## src/rtl/fwd_hazard_ctrl.sv

```systemverilog
// EX forwarding-select and ID-stall control: selects/ex_first/ex_busy are registered (1 cycle), stall_id is combinational.
// Backpressure: stall_id holds ID for a load-use bubble or while a multicycle op owns EX; flush overrides both.
module fwd_hazard_ctrl #(
  parameter int REG_W = 5,
  parameter int LAT_W = 4
) (
  input  logic             clk,
  input  logic             rst_n,
  input  logic             id_valid,
  input  logic [REG_W-1:0] id_rs1,
  input  logic [REG_W-1:0] id_rs2,
  input  logic [REG_W-1:0] id_rd,
  input  logic             id_we,
  input  logic             id_is_load,
  input  logic [LAT_W-1:0] id_mc_lat,
  input  logic             flush,
  output logic             stall_id,
  output logic [1:0]       fwd_a,
  output logic [1:0]       fwd_b,
  output logic             ex_first,
  output logic             ex_busy
);

  typedef struct packed {
    logic             valid;
    logic [REG_W-1:0] rd;
    logic             we;
    logic             is_load;
  } slot_t;

  typedef enum logic {RUN, BUSY} state_e;

  localparam logic [1:0] SEL_RF  = 2'b00;
  localparam logic [1:0] SEL_MEM = 2'b10;
  localparam logic [1:0] SEL_WB  = 2'b11;

  // A producer already in WB retires before the consumer reaches EX, so
  // only EX and MEM occupancy can ever influence a select or a stall.
  slot_t            ex_q, ex_d, mem_q, mem_d;
  slot_t            id_slot;
  state_e           state_q, state_d;
  logic [LAT_W-1:0] cnt_q, cnt_d;
  logic [1:0]       fwd_a_q, fwd_a_d, fwd_b_q, fwd_b_d;
  logic             ex_first_q, ex_first_d;
  logic             busy, load_use;
  logic [1:0]       sel_a, sel_b;

  function automatic logic writes(input slot_t s, input logic [REG_W-1:0] rs);
    return s.valid && s.we && (s.rd != '0) && (s.rd == rs);
  endfunction

  function automatic logic [1:0] pick(input slot_t ex, input slot_t mem,
                                      input logic [REG_W-1:0] rs);
    if (writes(ex, rs))       return SEL_MEM;
    else if (writes(mem, rs)) return SEL_WB;
    else                      return SEL_RF;
  endfunction

  always_comb begin
    id_slot         = '0;
    id_slot.valid   = id_valid;
    id_slot.rd      = id_rd;
    id_slot.we      = id_we;
    id_slot.is_load = id_is_load;
    if (!id_valid) id_slot = '0;

    busy     = (state_q == BUSY);
    load_use = id_valid && ex_q.valid && ex_q.is_load &&
               (writes(ex_q, id_rs1) || writes(ex_q, id_rs2));
    stall_id = busy || load_use;
    sel_a    = pick(ex_q, mem_q, id_rs1);
    sel_b    = pick(ex_q, mem_q, id_rs2);
  end

  always_comb begin
    ex_d       = ex_q;
    mem_d      = busy ? slot_t'('0) : ex_q;
    state_d    = state_q;
    cnt_d      = cnt_q;
    fwd_a_d    = fwd_a_q;
    fwd_b_d    = fwd_b_q;
    ex_first_d = 1'b0;

    if (flush) begin
      ex_d    = '0;
      cnt_d   = '0;
      state_d = RUN;
      fwd_a_d = SEL_RF;
      fwd_b_d = SEL_RF;
    end else if (busy) begin
      // EX residency is N+1 cycles: leave BUSY once the count reaches 1.
      cnt_d = (cnt_q != '0) ? cnt_q - LAT_W'(1) : '0;
      if (cnt_q <= LAT_W'(1)) state_d = RUN;
    end else if (load_use) begin
      ex_d    = '0;
      fwd_a_d = SEL_RF;
      fwd_b_d = SEL_RF;
    end else begin
      ex_d       = id_slot;
      fwd_a_d    = id_valid ? sel_a : SEL_RF;
      fwd_b_d    = id_valid ? sel_b : SEL_RF;
      ex_first_d = id_valid;
      if (id_valid && (id_mc_lat != '0)) begin
        cnt_d   = id_mc_lat;
        state_d = BUSY;
      end
    end
  end

  always_ff @(posedge clk or negedge rst_n) begin
    if (!rst_n) begin
      ex_q       <= '0;
      mem_q      <= '0;
      state_q    <= RUN;
      cnt_q      <= '0;
      fwd_a_q    <= SEL_RF;
      fwd_b_q    <= SEL_RF;
      ex_first_q <= 1'b0;
    end else begin
      ex_q       <= ex_d;
      mem_q      <= mem_d;
      state_q    <= state_d;
      cnt_q      <= cnt_d;
      fwd_a_q    <= fwd_a_d;
      fwd_b_q    <= fwd_b_d;
      ex_first_q <= ex_first_d;
    end
  end

  assign fwd_a    = fwd_a_q;
  assign fwd_b    = fwd_b_q;
  assign ex_first = ex_first_q;
  assign ex_busy  = (state_q == BUSY);

endmodule

```

## config.mk

```make
export PLATFORM = sky130hd
export DESIGN_NAME = fwd_hazard_ctrl
export DESIGN_NICKNAME = d
export VERILOG_FILES = /design/src/rtl/fwd_hazard_ctrl.sv
export SDC_FILE = /design/constraint.sdc
export NUM_CORES = 1
export LEC_CHECK = 0
export ABC_CLOCK_PERIOD_IN_PS = 3800
export CAP_MARGIN = 0
export CORE_UTILIZATION = 52
export DETAILED_ROUTE_END_ITERATION = 16
export PLACE_DENSITY = 0.84
export SETUP_SLACK_MARGIN = 0.02
export SKIP_CTS_REPAIR_TIMING = 1
export SLEW_MARGIN = 20
export SYNTH_ARGS = -nofsm -noshare
export SYNTH_HDL_FRONTEND = slang
export SYNTH_SLANG_ARGS = --single-unit
```

## constraint.sdc

```tcl
create_clock -name clk -period 3.8 [get_ports clk]
set_input_delay 0.76 -clock clk [delete_from_list [all_inputs] [get_ports clk]]
set_output_delay 0.76 -clock clk [all_outputs]
set_load 0.03 [all_outputs]
```

# Word-level counts from Yosys, hierarchy flattened
# Index checks and enable logic that the tools add are counted.
# classes
addsub,1
multipliers,0
div,0
n_lt_le_gt_ge,1
eq_ne,6
shifts,0
mux,30
bitwise,0
n_reduce_logical,20
# op_table
operator,count
2-to-1 mux 8 bit,5
2-to-1 mux 2 bit,12
== test 5 bit,4
2-to-1 mux 4 bit,5
logical AND 1 bit,12
nonzero test 5 bit,2
2-to-1 mux 1 bit,8
nonzero test 4 bit,2
"<= comparator 4 x 1 -> 1 bit, second input constant",1
"subtractor 4 x 1 -> 4 bit, second input constant",1
"inequality test 3 bit, second input constant",1
nonzero test 3 bit,1
logical OR 1 bit,2
"inequality test 2 bit, second input constant",1
AND reduction 2 bit,1
# word_totals
register_bits,25
latchBits,0
ramBits,0
mem_bits_ro,0
output_inout_bits,7
wordCells,70
n_memories,0

# Depth between registers and ports, before layout
# logic_depth
depth_word,9
ltp_mapped,7

# Worst setup path before layout
# OpenSTA, ideal clock, no wires.
# synth_timing
path_type,input to output
start,input port id_rs2[4]
end,output port stall_id
arrival_ps,1811
t_required_ps,3040
slack_ps,1229
path_stages,5
n_path_buf,0
cell_sequence,xnor2_1 > nand3_1 > nor3_1 > o211a_1 > a21o_1
# synth_via
elab_chain_len,5
# synth_lines
item,line_no,source
from (decl),11,"input logic [REG_W-1:0] id_rs2,"
== test 5 bit,49,return s.valid && s.we && (s.rd != '0) && (s.rd == rs);
logical AND 1 bit,49,
logical OR 1 bit,69,"(writes(ex_q, id_rs1) || writes(ex_q, id_rs2));"
logical AND 1 bit,68,load_use = id_valid && ex_q.valid && ex_q.is_load &&
logical OR 1 bit,70,stall_id = busy || load_use;
to (decl),17,"output logic stall_id,"
# Every way passes these cells.

# Worst setup path after layout
# layout_timing
start,input port id_rs1[2]
end,output port stall_id
# layout_via
elab_chain_len,5
# layout_lines
item,line_no,source
from (decl),10,"input logic [REG_W-1:0] id_rs1,"
== test 5 bit,49,
logical AND 1 bit,49,
logical OR 1 bit,69,
logical AND 1 bit,68,
logical OR 1 bit,70,
# Every way passes these cells.

==> out/metrics.yaml <==
cp_common_cell: "clkdlybuf4s50_1"
fp.coreArea_um2: 2276
drc_errors: 0
fill_cells: 161
clock_latency_ns: 0.31
synthToLayoutAreaGrowth_pct: 28.92
fin_tns_setup_ns: 0
fmax_mhz: 274.6
worst_ep_required_time_ns: 3.04
use_met3: 0.03509
dp_hpwl_um: 1931
hp-class: "primary input to async pin"
crit_chain: "clkdlybuf4s50_1 > xnor2_1 > nand3_1 > nor3_1 > o211a_1 > a21o_1 > clkdlybuf4s50_1"
die_h_um: 51.71
htreeDepth: 1
cp_slowest_cell: "clkdlybuf4s50_1"
cts_root_buffer: "clkbuf_4"
die_area_um2: 2674
clock-sinks: 25
leakage_nw: 0.7612
fin_cells: 180
dp_cells: 176
cp-end-kind: "output port"
ys_warn_count: 0
irDropWorstVdd_v: 0.0002853
hold_viol: 0
worst_slew_pin_slew_ns: 0.5311
critPathKind: "primary input to output port"
max-cap-violations: 0
via_count: 1009
grt_setup_unrepaired: "no"
p_per_area_nw_per_um2: 313.7
wl_um: 2653
io_pins: 32
period_share: 0.9585
critical_path_buf_inv_count: 2
maxSlewViolCount: 0
layout-drive-gt1-share: 0.1250
grt_pass1_wl_um: 4298
cpPeakStageDelay_ns: 0.67
setup_viol_count_final: 0
grt_pass1_vias: 949
grtUsageMet1: 0.3123
antenna_cells: 0
final_core_util: 0.7279
antenna_found_initial: 0
viasPerCell: 5.606
status: "completed"
grt_remaining_overflow: 0
layout_common_cells: "clkdlybuf4s50_1 (30), dfrtp_1 (25), xnor2_1 (12), nand2_1 (9)"
path_clk_slew_ns: 0.13
synth_fp_nets: 142
startpoint_type: "primary input"
gp_congestion: 0.9071
yosysUniqueCellTypes: 31
port_buffers: 31
worstPathMaxFanout: 2
synth_area_um2: 1285
final_common_cell: "clkdlybuf4s50_1"
clockBufferDepth: 2
min_period_ns: 3.642
use_met2: 0.3506
cp.arrival_ns: 2.88
syn_avg_cell_area_um2: 10.98
ys_seq_area_frac: 0.4869
cts_tree: "done"
dr.pass1.iters: 4
die_w_um: 51.71
placementRows: 17
track_usage: 0.2252
numCtsBuffers: 3
clock_skew_ns: 0.002672
wl_per_cell_um: 14.74
synthCells: 117
ys_seq_elements: 25
start_util: 0.5646
drtAntennaViolNets: 0
path_delay_family: "buffers and inverters"
drt_iter0_drc: 13
multi_input_area_um2: 633.1
ff_latch_area_um2: 625.6
nNetsFinal: 178
grt.busiest_layer: "met2"
grt_max_degree: 26
relSlewSlack: 0.6459
[power by group]
group	internal, W	switching (W)	total, W
Combinational	0.0000565	0.0000464	0.000103
Clock	0.0000394	0.0000776	0.000117
Sequential	0.000280	0.0000195	0.000300
Total	0.000376	0.000144	0.000520
[metrics by stage]
step	hold slack, ns	area (µm²)	power (W)	worst slack, ns
after floorplan	0.4638	1285	0.0003567	1.229
after CTS	0.5279	1662	0.0005238	0.1542
after global routing	0.4197	1657	0.0005471	0.08748
final	0.4012	1657	0.0005196	0.1579
after detailed placement	0.4931	1634	0.0004079	0.1713
after global placement	0.4789	1634	0.0004052	0.2439
[flip-flops by register name, summed over array words and instances, names as in the netlist]
register  cells
ex_busy       1
ex_q          8
mem_q         7
fwd_a         2
cnt_q         4
ex_first      1
fwd_b         2
[synthesized netlist by cell type]
cell	count	area, µm²
and3_4	1	11.26
xnor2_1	12	105.1
a21oi_1	2	10.01
nor4_1	2	12.51
a32o_1	2	20.02
nand3_1	5	25.02
nand2_1	9	33.78
nor2b_1	8	50.05
a211oi_1	1	7.510
clkbuf_1	3	11.26
dfrtp_1	25	625.6
o21ai_0	3	15.01
o311a_1	1	10.01
xor2_1	8	70.07
nand4_1	3	18.77
buf_8	1	15.01
nand2b_1	2	12.51
o311ai_1	1	8.760
nor2_1	2	7.510
o211a_1	1	10.01
o211ai_1	4	30.03
or4_1	2	15.01
o31ai_1	1	7.510
a31oi_1	1	6.260
nand4b_1	1	8.760
o211ai_2	1	12.51
a22o_2	8	80.08
a22o_1	1	8.760
or3_1	1	6.260
a21o_1	2	15.01
nor3_1	3	15.01
[logic make-up after synthesis]
group	count (synthesis)	synth area share
AOI/OAI and AO/OA	29	0.1879
DFF	25	0.4869
and+or+nand+nor	39	0.1684
xor gates and xnor gates	20	0.1363
buffers and inverters	4	0.02044
[path summary, 6_finish.rpt]
| path | startpoint | to | slack (ns) | depth (start not counted) |
|---|---|---|---|---|
| worst max-delay path | id_rs1[2] | stall_id | 0.16 | 7 |
| worst min-delay path | rst_n | ex_first$_DFF_PN0_ | 0.40 | 1 |
| worst max register to register | ex_q[4]$_DFFE_PN0P_ | fwd_b[0]$_DFFE_PN0P_ | 1.74 | 7 |
| worst min register to register | fwd_a[0]$_DFFE_PN0P_ | fwd_a[0]$_DFFE_PN0P_ | 0.52 | 1 |
| max in group asynchronous | rst_n | fwd_a[1]$_DFFE_PN0P_ | 3.05 | 1 |
| min in group clk | fwd_a[0]$_DFFE_PN0P_ | fwd_a[0]$_DFFE_PN0P_ | 0.52 | 1 |
[routing by layer]
layer	wire, µm	share of wire
met4	16	0.0060
met5	0	0
met3	78	0.029
met1	1307	0.49
met2	1251	0.47
[worst reg2reg max path: cells and delay by family (launching register included)]
kind                   cells  cell delay, ns
AO/OA/AOI/OAI              2            0.37
AND/OR/NAND/NOR            3            0.74
XOR/XNOR                   1            0.21
buffers and inverters      1            0.18
flip-flops                 1            0.47
[cell type report]
type | count | share of cell area
Clock buffer | 3 | 0.01360
Clock inverter | 1 | 0.003021
Multi-Input combinational cell | 88 | 0.3822
Sequential cell | 25 | 0.3776
Tap cell | 28 | 0.02115
Timing Repair Buffer | 35 | 0.2024
Note: power is estimated with default switching activity, not from simulation.
